--- config.mk ---
export PLATFORM = sky130hd
export DESIGN_NAME = uart_reg_block
export DESIGN_NICKNAME = d
export VERILOG_FILES = /design/src/rtl/uart_pkg.sv /design/src/rtl/uart_sync_fifo.sv /design/src/rtl/uart_reg_block.sv
export SDC_FILE = /design/constraint.sdc
export NUM_CORES = 1
export LEC_CHECK = 0
export BUFFER_PORTS_ARGS = -buffer_cell sky130_fd_sc_hd__buf_2
export CORE_MARGIN = 2
export CORE_UTILIZATION = 60
export DETAILED_ROUTE_END_ITERATION = 7
export PLACE_DENSITY = 0.8
export SLEW_MARGIN = 20
export SYNTH_ARGS = -nofsm -noshare
export SYNTH_HDL_FRONTEND = slang
export SYNTH_HIERARCHICAL = 1
export SYNTH_SLANG_ARGS = --single-unit
--- constraint.sdc ---
create_clock -name pclk -period 10.6 [get_ports pclk]
set_input_delay 0.53 -clock pclk [delete_from_list [all_inputs] [get_ports pclk]]
set_output_delay 0.53 -clock pclk [all_outputs]
set_load 0.01 [all_outputs]
--- src/rtl/uart_pkg.sv ---
// Shared constants for the UART register block.
// Holds register byte offsets, field bit positions for CTRL, STATUS and
// IRQ_STAT/IRQ_EN, the STATUS count field positions, and a byte-merge helper.
package uart_pkg;

    // Register byte offsets; only address bits [4:2] are decoded.
    localparam logic [4:0] ADDR_DATA     = 5'h00;
    localparam logic [4:0] ADDR_STATUS   = 5'h04;
    localparam logic [4:0] ADDR_CTRL     = 5'h08;
    localparam logic [4:0] ADDR_BAUD     = 5'h0C;
    localparam logic [4:0] ADDR_IRQ_EN   = 5'h10;
    localparam logic [4:0] ADDR_IRQ_STAT = 5'h14;

    // CTRL fields
    localparam int unsigned CTRL_TX_EN  = 0;
    localparam int unsigned CTRL_RX_EN  = 1;
    localparam int unsigned CTRL_TX_CLR = 2;
    localparam int unsigned CTRL_RX_CLR = 3;

    // STATUS fields
    localparam int unsigned ST_TX_FULL      = 0;
    localparam int unsigned ST_TX_EMPTY     = 1;
    localparam int unsigned ST_RX_FULL      = 2;
    localparam int unsigned ST_RX_EMPTY     = 3;
    localparam int unsigned ST_TX_COUNT_LSB = 8;
    localparam int unsigned ST_RX_COUNT_LSB = 16;

    // IRQ_STAT / IRQ_EN fields; bits 2..4 are sticky write-1-to-clear.
    localparam int unsigned IRQ_RX_NOT_EMPTY = 0;
    localparam int unsigned IRQ_TX_EMPTY     = 1;
    localparam int unsigned IRQ_RX_OVERRUN   = 2;
    localparam int unsigned IRQ_FRAME_ERR    = 3;
    localparam int unsigned IRQ_TX_OVERFLOW  = 4;

    // Replace a byte with new data when its byte enable is set.
    function automatic logic [7:0] merge_byte(input logic [7:0] old_val,
                                              input logic [7:0] new_val,
                                              input logic       en);
        logic [7:0] res;
        if (en) begin
            res = new_val;
        end else begin
            res = old_val;
        end
        return res;
    endfunction

endpackage

--- src/rtl/uart_sync_fifo.sv ---
// Synchronous FIFO used for both the UART TX and RX byte queues.
// Ports: clk/rst_n (async active-low reset), clr (synchronous flush, wins
// over push/pop), push/wdata, pop/rdata (head, combinational), full, empty,
// count (0..DEPTH).
// A push when full is accepted only if a pop happens in the same cycle.
// When empty, rdata keeps showing the most recently popped entry.
module uart_sync_fifo #(
    parameter int unsigned WIDTH = 8,
    parameter int unsigned DEPTH = 16
) (
    input  logic                       clk,
    input  logic                       rst_n,
    input  logic                       clr,
    input  logic                       push,
    input  logic                       pop,
    input  logic [WIDTH-1:0]           wdata,
    output logic [WIDTH-1:0]           rdata,
    output logic                       full,
    output logic                       empty,
    output logic [$clog2(DEPTH):0]     count
);

    localparam int unsigned AW = $clog2(DEPTH);
    localparam int unsigned CW = AW + 1;
    localparam logic [CW-1:0] DEPTH_C = CW'(DEPTH);
    localparam logic [CW-1:0] ONE_C   = CW'(1);
    localparam logic [AW-1:0] PTR_ONE_C = AW'(1);

    logic [WIDTH-1:0] mem_r [DEPTH];
    logic [AW-1:0]    wr_ptr_r;
    logic [AW-1:0]    rd_ptr_r;
    logic [CW-1:0]    count_r;
    logic [WIDTH-1:0] last_r;
    logic             full_s;
    logic             empty_s;
    logic             pop_ok_s;
    logic             push_ok_s;

    assign full_s    = (count_r == DEPTH_C);
    assign empty_s   = (count_r == {CW{1'b0}});
    assign pop_ok_s  = pop && !empty_s && !clr;
    assign push_ok_s = push && (!full_s || pop_ok_s) && !clr;

    assign full  = full_s;
    assign empty = empty_s;
    assign count = count_r;
    assign rdata = empty_s ? last_r : mem_r[rd_ptr_r];

    // Storage array write port; contents need no reset.
    always_ff @(posedge clk) begin
        if (push_ok_s) begin
            mem_r[wr_ptr_r] <= wdata;
        end
    end

    // Pointer, occupancy and last-popped registers.
    always_ff @(posedge clk or negedge rst_n) begin
        if (!rst_n) begin
            wr_ptr_r <= {AW{1'b0}};
            rd_ptr_r <= {AW{1'b0}};
            count_r  <= {CW{1'b0}};
            last_r   <= {WIDTH{1'b0}};
        end else if (clr) begin
            wr_ptr_r <= {AW{1'b0}};
            rd_ptr_r <= {AW{1'b0}};
            count_r  <= {CW{1'b0}};
        end else begin
            if (push_ok_s) begin
                wr_ptr_r <= wr_ptr_r + PTR_ONE_C;
            end
            if (pop_ok_s) begin
                rd_ptr_r <= rd_ptr_r + PTR_ONE_C;
                last_r   <= mem_r[rd_ptr_r];
            end
            case ({push_ok_s, pop_ok_s})
                2'b10:   count_r <= count_r + ONE_C;
                2'b01:   count_r <= count_r - ONE_C;
                default: count_r <= count_r;
            endcase
        end
    end

endmodule

--- src/rtl/uart_reg_block.sv ---
// UART register file on the native register bus from the APB adapter.
// Ports: pclk/presetn (async active-low reset); reg_addr/reg_wdata/reg_be/
// reg_we/reg_re bus inputs and combinational reg_rdata; tx_data/tx_valid/
// tx_ready to the TX engine; rx_data/rx_valid/rx_frame_err from the RX
// engine; tx_en, rx_en, baud_div configuration outputs; registered irq.
module uart_reg_block
    import uart_pkg::*;
#(
    parameter int unsigned ADDR_WIDTH = 32,
    parameter int unsigned DATA_WIDTH = 32,
    parameter int unsigned FIFO_DEPTH = 16,
    parameter logic [15:0] BAUD_RESET = 16'd868
) (
    input  logic                    pclk,
    input  logic                    presetn,
    input  logic [ADDR_WIDTH-1:0]   reg_addr,
    input  logic [DATA_WIDTH-1:0]   reg_wdata,
    input  logic [DATA_WIDTH/8-1:0] reg_be,
    input  logic                    reg_we,
    input  logic                    reg_re,
    output logic [DATA_WIDTH-1:0]   reg_rdata,
    output logic [7:0]              tx_data,
    output logic                    tx_valid,
    input  logic                    tx_ready,
    input  logic [7:0]              rx_data,
    input  logic                    rx_valid,
    input  logic                    rx_frame_err,
    output logic                    tx_en,
    output logic                    rx_en,
    output logic [15:0]             baud_div,
    output logic                    irq
);

    localparam int unsigned CW = $clog2(FIFO_DEPTH) + 1;

    logic [4:0]    off_s;
    logic          wr_ctrl_s, wr_baud_s, wr_irq_en_s, wr_irq_stat_s;
    logic          phase_r;
    logic [1:0]    ctrl_r;
    logic [15:0]   baud_r;
    logic [4:0]    irq_en_r;
    logic [2:0]    sticky_r;       // {tx_overflow, frame_err, rx_overrun}
    logic [2:0]    sticky_set_s;
    logic [2:0]    sticky_w1c_s;
    logic [2:0]    sticky_nxt_s;
    logic [4:0]    irq_stat_s;
    logic          irq_r;
    logic          tx_push_s, tx_pop_s, tx_clr_s, tx_full_s, tx_empty_s;
    logic          rx_push_s, rx_pop_s, rx_clr_s, rx_full_s, rx_empty_s;
    logic [7:0]    tx_head_s, rx_head_s;
    logic [CW-1:0] tx_count_s, rx_count_s;
    logic [31:0]   rdata_s;
    logic          unused_s;

    assign unused_s = ^{reg_addr[ADDR_WIDTH-1:5], reg_addr[1:0],
                        reg_wdata[DATA_WIDTH-1:16], reg_be[DATA_WIDTH/8-1:2]};

    assign off_s         = {reg_addr[4:2], 2'b00};
    assign wr_ctrl_s     = reg_we && (off_s == ADDR_CTRL) && reg_be[0];
    assign wr_baud_s     = reg_we && (off_s == ADDR_BAUD);
    assign wr_irq_en_s   = reg_we && (off_s == ADDR_IRQ_EN) && reg_be[0];
    assign wr_irq_stat_s = reg_we && (off_s == ADDR_IRQ_STAT) && reg_be[0];

    assign tx_clr_s  = wr_ctrl_s && reg_wdata[CTRL_TX_CLR];
    assign rx_clr_s  = wr_ctrl_s && reg_wdata[CTRL_RX_CLR];
    assign tx_push_s = reg_we && (off_s == ADDR_DATA) && reg_be[0];
    assign tx_valid  = ctrl_r[CTRL_TX_EN] && !tx_empty_s;
    assign tx_pop_s  = tx_valid && tx_ready;
    assign tx_data   = tx_head_s;
    assign rx_push_s = rx_valid && ctrl_r[CTRL_RX_EN];
    // Pop only in the access cycle (phase 1) so each 2-cycle read pops once.
    assign rx_pop_s  = reg_re && phase_r && (off_s == ADDR_DATA) && !rx_empty_s;

    assign tx_en     = ctrl_r[CTRL_TX_EN];
    assign rx_en     = ctrl_r[CTRL_RX_EN];
    assign baud_div  = baud_r;
    assign irq       = irq_r;

    uart_sync_fifo #(.WIDTH(8), .DEPTH(FIFO_DEPTH)) u_tx_fifo (
        .clk(pclk), .rst_n(presetn), .clr(tx_clr_s), .push(tx_push_s),
        .pop(tx_pop_s), .wdata(reg_wdata[7:0]), .rdata(tx_head_s),
        .full(tx_full_s), .empty(tx_empty_s), .count(tx_count_s)
    );

    uart_sync_fifo #(.WIDTH(8), .DEPTH(FIFO_DEPTH)) u_rx_fifo (
        .clk(pclk), .rst_n(presetn), .clr(rx_clr_s), .push(rx_push_s),
        .pop(rx_pop_s), .wdata(rx_data), .rdata(rx_head_s),
        .full(rx_full_s), .empty(rx_empty_s), .count(rx_count_s)
    );

    // Sticky flag update: a set in the same cycle as its W1C wins.
    always_comb begin
        sticky_set_s = 3'b000;
        sticky_w1c_s = 3'b000;
        sticky_set_s[0] = rx_push_s && rx_full_s && !rx_pop_s && !rx_clr_s;
        sticky_set_s[1] = rx_frame_err;
        sticky_set_s[2] = tx_push_s && tx_full_s && !tx_pop_s && !tx_clr_s;
        if (wr_irq_stat_s) begin
            sticky_w1c_s = reg_wdata[IRQ_TX_OVERFLOW:IRQ_RX_OVERRUN];
        end else begin
            sticky_w1c_s = 3'b000;
        end
        sticky_nxt_s = (sticky_r & ~sticky_w1c_s) | sticky_set_s;
    end

    assign irq_stat_s = {sticky_r, tx_empty_s, !rx_empty_s};

    // Combinational read mux; unmapped offsets return zero.
    always_comb begin
        rdata_s = 32'h0000_0000;
        case (off_s)
            ADDR_DATA:     rdata_s[8:0] = {!rx_empty_s, rx_head_s};
            ADDR_STATUS: begin
                rdata_s[ST_TX_FULL]  = tx_full_s;
                rdata_s[ST_TX_EMPTY] = tx_empty_s;
                rdata_s[ST_RX_FULL]  = rx_full_s;
                rdata_s[ST_RX_EMPTY] = rx_empty_s;
                rdata_s[ST_TX_COUNT_LSB +: CW] = tx_count_s;
                rdata_s[ST_RX_COUNT_LSB +: CW] = rx_count_s;
            end
            ADDR_CTRL:     rdata_s[1:0]  = ctrl_r;
            ADDR_BAUD:     rdata_s[15:0] = baud_r;
            ADDR_IRQ_EN:   rdata_s[4:0]  = irq_en_r;
            ADDR_IRQ_STAT: rdata_s[4:0]  = irq_stat_s;
            default:       rdata_s = 32'h0000_0000;
        endcase
    end

    assign reg_rdata = DATA_WIDTH'(rdata_s);

    // Configuration, sticky flags, read phase and interrupt registers.
    always_ff @(posedge pclk or negedge presetn) begin
        if (!presetn) begin
            phase_r  <= 1'b0;
            ctrl_r   <= 2'b00;
            baud_r   <= BAUD_RESET;
            irq_en_r <= 5'b00000;
            sticky_r <= 3'b000;
            irq_r    <= 1'b0;
        end else begin
            phase_r  <= reg_re ? !phase_r : 1'b0;
            sticky_r <= sticky_nxt_s;
            irq_r    <= |(irq_stat_s & irq_en_r);
            if (wr_ctrl_s) begin
                ctrl_r <= reg_wdata[CTRL_RX_EN:CTRL_TX_EN];
            end
            if (wr_baud_s) begin
                baud_r <= {merge_byte(baud_r[15:8], reg_wdata[15:8], reg_be[1]),
                           merge_byte(baud_r[7:0],  reg_wdata[7:0],  reg_be[0])};
            end
            if (wr_irq_en_s) begin
                irq_en_r <= reg_wdata[4:0];
            end
        end
    end

endmodule

==> impl_metrics.env, run 1 <==
export IMPL_drive_above_1_share_pct=26.24
export IMPL_setup_viol=0
export IMPL_synth_top_family_by_area="multiplexers"
export IMPL_antenna_cells=0
export IMPL_layout_commonest_cell="edfxtp_1"
export IMPL_netSwitchingFraction_pct=29.81
export IMPL_area_delta_synth_final_pct=11.68
export IMPL_powerDensity_mw_per_mm2=239.9
export IMPL_synth_xor_area_share_pct=1.005
export IMPL_grt_pass1_vias=7685
export IMPL_seq_power_share_pct=43.2
export IMPL_tightestPinTransition_ns=0.9658
export IMPL_slowest_delay_ns=0.61
export IMPL_layout_cells_non_filler=1253
export IMPL_p_int_mw=2.621
export IMPL_final_cell_mix="edfxtp_1 (256), buf_2 (83), nor2_1 (71)"
export IMPL_htreeDepth=2
export IMPL_place_inst=1191
export IMPL_period_share_pct=39.97
export IMPL_grt_setup_unrepaired="false"
export IMPL_clk_path_buf_depth=3
export IMPL_path_max_fanout=35
export IMPL_min_path_type="input port to async pin"
export IMPL_start_kind="flip-flop"
export IMPL_timing_fmax_mhz=236.1
export IMPL_rows=55
export IMPL_ys_ff_latch=326
export IMPL_place_gp_congestion=0.8220
export IMPL_fin_crit_ns=4.236
export IMPL_p_leak_nw=5.599
export IMPL_crit_chain="buf_4 -> mux4_2 -> a22o_1 -> a221oi_1 -> o21ai_1 -> mux4_2 -> mux2_2 -> buf_2"
export IMPL_slew_viol_final=0
export IMPL_synthCells=861
export IMPL_ios=143
export IMPL_drv_cap=0
export IMPL_die_area_mm2=0.02447
export IMPL_vias=7807
export IMPL_nNetsFinal=1039
export IMPL_synthSimpleGateAreaFrac_pct=6.885
export IMPL_drc=0
export IMPL_power_switching_mw=1.113
export IMPL_grt_usage_pct=23.87
export IMPL_synth_fa_ha_area_share_pct=1.257
export IMPL_cts_setup_buffers=0
export IMPL_path_clk_slew_ns=0.06
export IMPL_clkSinkCount=326
export IMPL_gr_total_overflow=0
export IMPL_cts_tree="done"
export IMPL_initial_core_util_pct=61.38
export IMPL_cp_common_cell="mux4_2"
export IMPL_routedWlPerCell_um=22.60
export IMPL_grt_max_degree=71
export IMPL_ys_seq_area_share_pct=67.76
export IMPL_synth_area_mux_share_pct=14.08
export IMPL_hold_buffers=0
export IMPL_timing_hold_ws_ns=0.1314
export IMPL_die_y_um=156.4
export IMPL_synth_compound_area_share_pct=6.194
export IMPL_synth_area_mm2=0.01394
export IMPL_crit_path_end_kind="output port"
export IMPL_slew_limit_headroom_pct=35.37
export IMPL_synth_avg_cell_area_um2=16.19
export IMPL_setup_worst_path_class="flip-flop to output port"
export IMPL_synthArstFlopShare_pct=21.47
export IMPL_yosysUniqueCellTypes=59
export IMPL_ys_flop_type="edfxtp_1"
export IMPL_firstDrtPassIters=5
export IMPL_dp_hpwl_mm=17.49
export IMPL_arrival_ns=3.71
export IMPL_timing_final_hold_violations=0
export IMPL_power_frac_comb_pct=26.4
export IMPL_cts_root_buf="clkbuf_16"
export IMPL_status="complete, no violations"
export IMPL_fillers=1411
export IMPL_numCtsBuffers=34
export IMPL_ir_worst_vdd_mv=0.1588
export IMPL_clkLatencyLatePin_ns=0.51
export IMPL_grt_pass1_wl_mm=43.81
export IMPL_skew_ns=0.01537
export IMPL_drt_iter0_drc=761
export IMPL_ant_nets=0
export IMPL_slowest_stage="mux4_2"
export IMPL_io_buffers=84
export IMPL_dieWidth_um=156.4
export IMPL_avgViaCountPerCell=6.231
export IMPL_p_clk_share_pct=30.4
export IMPL_ctsResizeCount=0
export IMPL_wl_mm=28.32
export IMPL_yosys_warnings=6
export IMPL_synth_edf_count=256
export IMPL_core_area_mm2=0.02271
export IMPL_required_ns=10.07
export IMPL_grt_antenna_before_repair=0
export IMPL_tns_ns=0
==> power by group through the flow <==
stage               Sequential, mW  Clock (mW)  Combinational (mW)
floorplan                     1.60           0               0.736
global placement              1.63           0               0.944
detailed placement            1.64           0               0.967
CTS                           1.61        1.15               0.984
global route                  1.63        1.20                1.07
finish                        1.61        1.14               0.984
==> cell type report <==
type,count,area (um^2),share of cell area (%)
flip-flops and latches,326,9448,60.69
multi-input cells,472,4143,26.61
clock buffers,47,938.4,6.028
repair buffers,90,467.9,3.006
well taps,285,356.6,2.291
clock inverters,15,145.1,0.9324
inverters,18,67.56,0.4340
==> through the flow <==
stage	utilization [%]	power [mW]	cell area (um^2)	setup slack, ns
3_5_place_dp	63.77	2.602	14480	6.626
5_1_grt	68.55	3.902	15570	6.220
6_report	68.55	3.735	15570	6.364
4_1_cts	68.55	3.745	15570	6.343
3_3_place_gp	63.77	2.571	14480	6.752
2_1_floorplan	-	2.333	13980	7.101
==> worst max-delay path, delay by kind of cell (launching register included) <==
kind / cells / cell delay [ns]
buf+inv: 2 / 0.67
compound gates: 3 / 0.80
mux: 3 / 1.37
flops: 1 / 0.34
==> per-layer routing <==
metal  global-route usage, %  routed length [um]  vias to the layer above
met5                       0                   0                        -
li1                        -                   -                     3506
met3                   4.680                2441                       40
met4                   7.296                 566                        0
met1                   34.15               11760                     3884
met2                   37.86               13550                      377
==> sequential cells by signal (all words and copies together), names as in the netlist <==
register / count
sticky_r: 3
u_tx_fifo/mem_r: 128
u_rx_fifo/mem_r: 128
irq_en_r: 5
baud_div: 16
u_tx_fifo/wr_ptr_r: 4
u_tx_fifo/count: 5
u_rx_fifo/count: 5
irq: 1
u_tx_fifo/last_r: 8
u_rx_fifo/last_r: 8
u_rx_fifo/rd_ptr_r: 4
ctrl_r: 2
u_tx_fifo/rd_ptr_r: 4
u_rx_fifo/wr_ptr_r: 4
phase_r: 1
==> final timing paths <==
kind                                              startpoint                           endpoint  slack [ns]  depth (start not counted)
min in group pclk                               rx_frame_err              sticky_r[1]$_DFF_PN0_        0.23                          2
max in group asynchronous                            presetn  u_rx_fifo/rd_ptr_r[0]$_DFFE_PN0P_        9.80                          1
max reg2reg                   u_tx_fifo/count[4]$_DFFE_PN0P_   u_tx_fifo/mem_r[15][6]$_DFFE_PP_        6.52                          9
min reg2reg                                phase_r$_DFF_PN0_                  phase_r$_DFF_PN0_        0.43                          1
min                                                  presetn    u_tx_fifo/last_r[5]$_DFFE_PN0P_        0.13                          1
max                        u_rx_fifo/rd_ptr_r[0]$_DFFE_PN0P_                       reg_rdata[0]        6.36                          8
==> synthesized netlist by cell type, drive strengths merged (3+ instances only) <==
| master | number | area (um^2) |
|---|---|---|
| a21o | 3 | 22.52 |
| a21oi | 21 | 105.1 |
| a221oi | 16 | 140.1 |
| a22o | 18 | 157.7 |
| a22oi | 9 | 77.57 |
| and2 | 13 | 81.33 |
| and3 | 8 | 50.05 |
| buf | 36 | 249.0 |
| clkbuf | 19 | 71.32 |
| dfrtp | 65 | 1627 |
| dfstp | 5 | 131.4 |
| edfxtp | 256 | 7687 |
| ha | 14 | 175.2 |
| inv | 18 | 67.57 |
| mux2 | 26 | 311.5 |
| mux2i | 14 | 165.2 |
| mux4 | 66 | 1486 |
| nand2 | 51 | 191.4 |
| nand2b | 8 | 57.55 |
| nand3 | 8 | 40.04 |
| nand4 | 4 | 25.02 |
| nor2 | 72 | 272.8 |
| nor2b | 8 | 52.55 |
| nor3 | 6 | 30.03 |
| o21ai | 41 | 212.7 |
| o22ai | 3 | 18.77 |
| or3 | 8 | 50.05 |
| xnor2 | 8 | 70.07 |
| xor2 | 8 | 70.07 |
==> cell families (layout without fill, tap and decap cells) <==
group / count (synthesis) / in the layout
xor+xnor: 16 / 16
simple gates: 199 / 199
compound gates: 126 / 126
fa+ha+maj: 14 / 14
flops: 326 / 326
other cells: 1 / 11
buf+inv: 73 / 170
mux: 106 / 106
Note: power is estimated with default switching activity, not from simulation.
==> run 2, diff against run 1 <==
--- a/config.mk
+++ b/config.mk
@@ -7,9 +7,9 @@
 export LEC_CHECK = 0
 export BUFFER_PORTS_ARGS = -buffer_cell sky130_fd_sc_hd__buf_2
 export CORE_MARGIN = 2
-export CORE_UTILIZATION = 60
+export CORE_UTILIZATION = 59
 export DETAILED_ROUTE_END_ITERATION = 7
-export PLACE_DENSITY = 0.8
+export PLACE_DENSITY = 0.79
 export SLEW_MARGIN = 20
 export SYNTH_ARGS = -nofsm -noshare
 export SYNTH_HDL_FRONTEND = slang
==> constraint.sdc (replaced) <==
create_clock -name pclk -period 4.1 [get_ports pclk]
set_input_delay 0.205 -clock pclk [delete_from_list [all_inputs] [get_ports pclk]]
set_output_delay 0.205 -clock pclk [all_outputs]
set_load 0.01 [all_outputs]
==> run 2 against run 1 <==
Register-to-register slack worse by 6.1 ns; count of clock-buffer cells in the layout down 2; core utilization up 0.19 points; setup slack worse by 5.9 ns; clock skew up 0.0017 ns; wire length up 3.7%; non-clock buffer count up 50; design area up 3.0%.
==> impl_metrics.env, run 2 (synthesis results as in run 1) <==
export IMPL_status="complete, no violations"
export IMPL_skew_ns=0.01705
export IMPL_seq_power_share_pct=44.0
export IMPL_area_delta_synth_final_pct=15.06
export IMPL_cts_root_buf="clkbuf_16"
export IMPL_dieWidth_um=157.7
export IMPL_clkSinkCount=326
export IMPL_grt_pass1_vias=8041
export IMPL_fin_crit_ns=3.650
export IMPL_top_layer="met4"
export IMPL_clk_path_buf_depth=3
export IMPL_power_frac_comb_pct=25.4
export IMPL_crit_path_end_kind="output port"
export IMPL_grt_setup_unrepaired="false"
export IMPL_tns_ns=0
export IMPL_gr_total_overflow=0
export IMPL_wl_met2_mm=14.47
export IMPL_io_buffers=84
export IMPL_tightestPinTransition_ns=0.9491
export IMPL_drt_iter0_drc=842
export IMPL_rows=56
export IMPL_grt_antenna_before_repair=0
export IMPL_timing_final_hold_violations=0
export IMPL_core_area_mm2=0.02333
export IMPL_wl_mm=29.36
export IMPL_hold_buffers=11
export IMPL_p_clk_share_pct=30.7
export IMPL_die_y_um=157.7
export IMPL_fillers=1485
export IMPL_timing_fmax_mhz=274.0
export IMPL_drv_cap=0
export IMPL_p_leak_nw=5.857
export IMPL_period_share_pct=89.03
export IMPL_clkLatencyLatePin_ns=0.53
export IMPL_final_util_pct=68.74
export IMPL_path_max_fanout=15
export IMPL_place_inst=1264
export IMPL_ant_nets=0
export IMPL_cts_tree="done"
export IMPL_arrival_ns=3.45
export IMPL_grt_pass1_wl_mm=44.63
export IMPL_path_clk_slew_ns=0.06
export IMPL_grt_max_degree=71
export IMPL_ios=143
export IMPL_grt_usage_pct=23.89
export IMPL_firstDrtPassIters=5
export IMPL_netSwitchingFraction_pct=30.06
export IMPL_final_cell_mix="edfxtp_1 (256), buf_2 (83), nor2_1 (71)"
export IMPL_drive_above_1_share_pct=28.56
export IMPL_avgViaCountPerCell=6.093
export IMPL_die_area_mm2=0.02487
export IMPL_numCtsBuffers=35
export IMPL_required_ns=3.89
export IMPL_setup_worst_path_class="flip-flop to output port"
export IMPL_slew_limit_headroom_pct=36.73
export IMPL_slew_viol_final=0
export IMPL_antenna_cells=0
export IMPL_setup_viol=0
export IMPL_power_switching_mw=2.931
export IMPL_drc=0
export IMPL_ir_worst_vdd_mv=0.2983
export IMPL_start_kind="flip-flop"
export IMPL_layout_cells_non_filler=1338
export IMPL_design_area_mm2=0.01604
export IMPL_wl_met3_mm=2.282
export IMPL_postPlaceCellArea_mm2=0.01483
export IMPL_timing_hold_ws_ns=0.05631
export IMPL_met1_length_mm=11.93
export IMPL_routedWlPerCell_um=21.94
export IMPL_dp_hpwl_mm=18.34
export IMPL_initial_core_util_pct=59.74
export IMPL_nNetsFinal=1090
export IMPL_ctsResizeCount=0
export IMPL_layout_commonest_cell="edfxtp_1"
export IMPL_place_gp_congestion=0.8369
export IMPL_powerDensity_mw_per_mm2=607.9
export IMPL_cts_setup_buffers=0
export IMPL_p_int_mw=6.819
export IMPL_multi_input_area_mm2=0.004143
export IMPL_min_path_type="input port to flip-flop"
export IMPL_regArea_mm2=0.009448
export IMPL_htreeDepth=2
export IMPL_vias=8153
-- run 2: changes by cell type in the layout (fill, tap and decap cells not counted), sizes merged --
cell,change
inv,+2
clkbuf,-2
buf,+39
dlygate4sd3,+11
clkinvlp,+1
-- run 2: worst max-delay path, cell delays in order (launching register included) --
cell and delay [ns]:
dfrtp_2 0.67, mux4_2 0.57, a22o_1 0.28, a221oi_1 0.32, o21ai_1 0.16, mux4_2 0.50
mux2_2 0.27, buf_2 0.14
-- run 2: routing by layer --
metal  GRT usage, %  vias up
li1               -     3599
met1          33.56     4097
met5              0        -
met3          3.915       62
met2          38.70      395
met4          7.879        0
-- run 2: layout make-up --
class                   instances  area share [%]
clock buffers                  45           5.758
well taps                     319           2.489
clock inverters                18           1.084
flip-flops and latches        326           58.91
inverters                      18          0.4213
multi-input cells             472           25.83
repair buffers                140           5.508
-- run 2: through the flow --
step | worst slack (ns) | power [mW]
after floorplan | 0.6012 | 6.033
after global placement | 0.7581 | 6.672
after detailed placement | 0.6218 | 6.761
after CTS | 0.4244 | 9.790
after global routing | 0.1498 | 10.19
final | 0.4499 | 9.750
-- run 2: worst paths after layout --
path | start | endpoint | slack, ns | cells after the start
setup / recovery | u_rx_fifo/rd_ptr_r[0]$_DFFE_PN0P_ | reg_rdata[0] | 0.45 | 7
hold / removal | rx_data[1] | u_rx_fifo/mem_r[13][1]$_DFFE_PP_ | 0.06 | 1
setup reg to reg | u_tx_fifo/count[1]$_DFFE_PN0P_ | u_tx_fifo/count[4]$_DFFE_PN0P_ | 0.46 | 14
hold reg to reg | phase_r$_DFF_PN0_ | phase_r$_DFF_PN0_ | 0.42 | 1
max in group asynchronous | presetn | u_rx_fifo/rd_ptr_r[0]$_DFFE_PN0P_ | 3.03 | 2
min in group asynchronous | presetn | u_tx_fifo/last_r[5]$_DFFE_PN0P_ | 0.38 | 2
-- run 2: power groups by stage --
stage                     Clock [mW]  Combinational, mW  Sequential [mW]
final                           2.99               2.47             4.29
after global routing            3.18               2.68             4.34
after CTS                       3.04               2.47             4.29
after detailed placement           0               2.42             4.34
after global placement             0               2.35             4.32
after floorplan                    0               1.90             4.13
==> run 3, diff against run 2 <==
--- a/config.mk
+++ b/config.mk
@@ -9,6 +9,7 @@
 export CORE_MARGIN = 2
 export CORE_UTILIZATION = 59
 export DETAILED_ROUTE_END_ITERATION = 7
+export HOLD_SLACK_MARGIN = 0.1
 export PLACE_DENSITY = 0.79
 export SLEW_MARGIN = 20
 export SYNTH_ARGS = -nofsm -noshare
==> run 3 against run 2 <==
Register-to-register slack barely moved; clock skew is 0.0019 ns higher; first-iteration DRC count decreased by 4.4%; critical path depth is the same; sequential power about the same; count of clock-buffer cells in the layout is the same; core utilization grew 0.39 points; hold slack improved by 0.051 ns; fmax down 0.39%; die area unchanged; setup slack worse by 0.014 ns; via count up 0.20%; highest routed layer unchanged.
==> impl_metrics.env, run 3 (synthesis results as in run 1) <==
export IMPL_rows=56
export IMPL_gr_total_overflow=0
export IMPL_ant_nets=0
export IMPL_routedWlPerCell_um=21.86
export IMPL_crit_chain="mux4_2 -> a22o_1 -> a221oi_1 -> o21ai_1 -> mux4_2 -> mux2_2 -> buf_2"
export IMPL_grt_usage_pct=23.90
export IMPL_grt_pass1_wl_mm=44.64
export IMPL_cp_endpoint="reg_rdata[0]"
export IMPL_clk_path_buf_depth=3
export IMPL_status="complete, no violations"
export IMPL_vias=8169
export IMPL_cp_common_cell="mux4_2"
export IMPL_p_leak_nw=5.895
export IMPL_grt_max_degree=71
export IMPL_r2r_start="u_tx_fifo/count[1]$_DFFE_PN0P_"
export IMPL_r2r_end="u_tx_fifo/count[4]$_DFFE_PN0P_"
export IMPL_crit_path_end_kind="output port"
export IMPL_initial_core_util_pct=59.74
export IMPL_htreeDepth=2
export IMPL_tns_ns=0
export IMPL_critPathLaunch="u_rx_fifo/rd_ptr_r[0]$_DFFE_PN0P_"
export IMPL_die_area_mm2=0.02487
export IMPL_timing_final_hold_violations=0
export IMPL_slowest_delay_ns=0.68
export IMPL_ir_worst_vdd_mv=0.2985
export IMPL_dp_slack_ns=0.6218
export IMPL_slew_limit_headroom_pct=36.58
export IMPL_cts_tree="done"
export IMPL_firstDrtPassIters=5
export IMPL_setup_viol=0
export IMPL_drv_cap=0
export IMPL_path_delay_family="multiplexers"
export IMPL_final_cell_mix="edfxtp_1 (256), buf_2 (83), nor2_1 (71)"
export IMPL_postPlaceCellArea_mm2=0.01483
export IMPL_clkLatencyLatePin_ns=0.52
export IMPL_drive_above_1_share_pct=28.31
export IMPL_path_clk_slew_ns=0.06
export IMPL_ff2ff_path_depth=14
export IMPL_powerDensity_mw_per_mm2=605.3
export IMPL_cp_depth=7
export IMPL_design_area_mm2=0.01613
export IMPL_setup_worst_path_class="flip-flop to output port"
export IMPL_path_buf_inv=1
export IMPL_dp_hpwl_mm=18.34
export IMPL_path_max_fanout=15
export IMPL_drc=0
export IMPL_period_share_pct=89.38
export IMPL_nNetsFinal=1099
export IMPL_layout_commonest_cell="edfxtp_1"
export IMPL_total_power_mw=9.763
export IMPL_numCtsBuffers=35
export IMPL_reg2reg_setup_slack_ns=0.47
export IMPL_slowest_stage="dfrtp_2"
export IMPL_clkSinkCount=326
export IMPL_place_gp_congestion=0.8369
export IMPL_skew_ns=0.01894
export IMPL_grt_setup_unrepaired="false"
export IMPL_core_area_mm2=0.02333
export IMPL_fin_crit_ns=3.664
export IMPL_timing_fmax_mhz=272.9
export IMPL_cts_root_buf="clkbuf_16"
export IMPL_die_y_um=157.7
export IMPL_area_delta_synth_final_pct=15.71
export IMPL_ios=143
export IMPL_avgViaCountPerCell=6.065
export IMPL_grt_pass1_vias=8046
export IMPL_slew_viol_final=0
export IMPL_min_path_type="input port to flip-flop"
export IMPL_dieWidth_um=157.7
export IMPL_setup_ws_ns=0.4355
export IMPL_wl_mm=29.45
export IMPL_arrival_ns=3.46
export IMPL_tightestPinTransition_ns=0.9514
export IMPL_grt_antenna_before_repair=0
export IMPL_timing_hold_ws_ns=0.1073
export IMPL_start_kind="flip-flop"
export IMPL_io_buffers=84
export IMPL_fillers=1477
export IMPL_drt_iter0_drc=805
export IMPL_required_ns=3.89
export IMPL_antenna_cells=0
## run 3: final cells by class
type / instances / area (um^2) / share of cell area, %
Timing Repair Buffer: 149 / 973.4 / 6.036
Multi-Input combinational cell: 472 / 4143 / 25.69
Clock buffer: 45 / 923.4 / 5.725
Sequential cell: 326 / 9448 / 58.58
Tap cell: 319 / 399.1 / 2.475
Clock inverter: 18 / 173.9 / 1.078
Inverter: 18 / 67.56 / 0.4189
## run 3: worst min path at each step
stage / end / cells past startpoint / slack, ns / start
after floorplan: baud_div[0]$_DFFE_PN0P_ / 0 / -0.09 / presetn
after global placement: u_tx_fifo/last_r[5]$_DFFE_PN0P_ / 1 / 0.38 / presetn
after detailed placement: u_tx_fifo/last_r[5]$_DFFE_PN0P_ / 1 / 0.39 / presetn
after CTS: u_tx_fifo/mem_r[14][5]$_DFFE_PP_ / 1 / 0.11 / reg_wdata[5]
after global routing: u_tx_fifo/mem_r[6][5]$_DFFE_PP_ / 1 / 0.12 / reg_wdata[5]
final: u_tx_fifo/mem_r[3][5]$_DFFE_PP_ / 1 / 0.11 / reg_wdata[5]
## run 3: through the flow
stage	instances	util (%)
2_1_floorplan	871	-
3_3_place_gp	1264	63.56
3_5_place_dp	1264	63.56
4_1_cts	1347	69.12
5_1_grt	1347	69.12
6_report	1347	69.12
## run 3: worst reg2reg max path, stage by stage (launching register included)
cell       delay (ns)
dfrtp_1          0.54
nor4_1           0.15
nand2b_1         0.28
inv_2            0.06
nor2b_1          0.18
nand2_1          0.12
inv_1            0.23
nor3b_1          0.46
o21ai_2          0.17
xnor2_1          0.16
ha_1             0.25
a2111oi_0        0.52
nor3_1           0.12
o221a_2          0.14
nor3_1           0.16
## run 3: per-layer routing
layer	vias to the layer above	global-route usage [%]	part of all wire, %
met5	-	0	0
met4	0	7.879	2.2
met3	57	3.887	6.8
met2	370	38.76	49
met1	4135	33.56	42
li1	3607	-	-
## run 3: power by group
part	switching (mW)	internal, mW	leakage, nW
clock network	1.25	1.74	0.530
logic	1.27	1.21	2.20
registers	0.415	3.87	3.16
total	2.94	6.82	5.89
## run 3: what timing repair did
action | CTS | global route
setup buffers | 0 | 0
hold buffers | 20 | 0
resized for setup | 0 | 0
endpoints found under the hold margin | 204 | 0
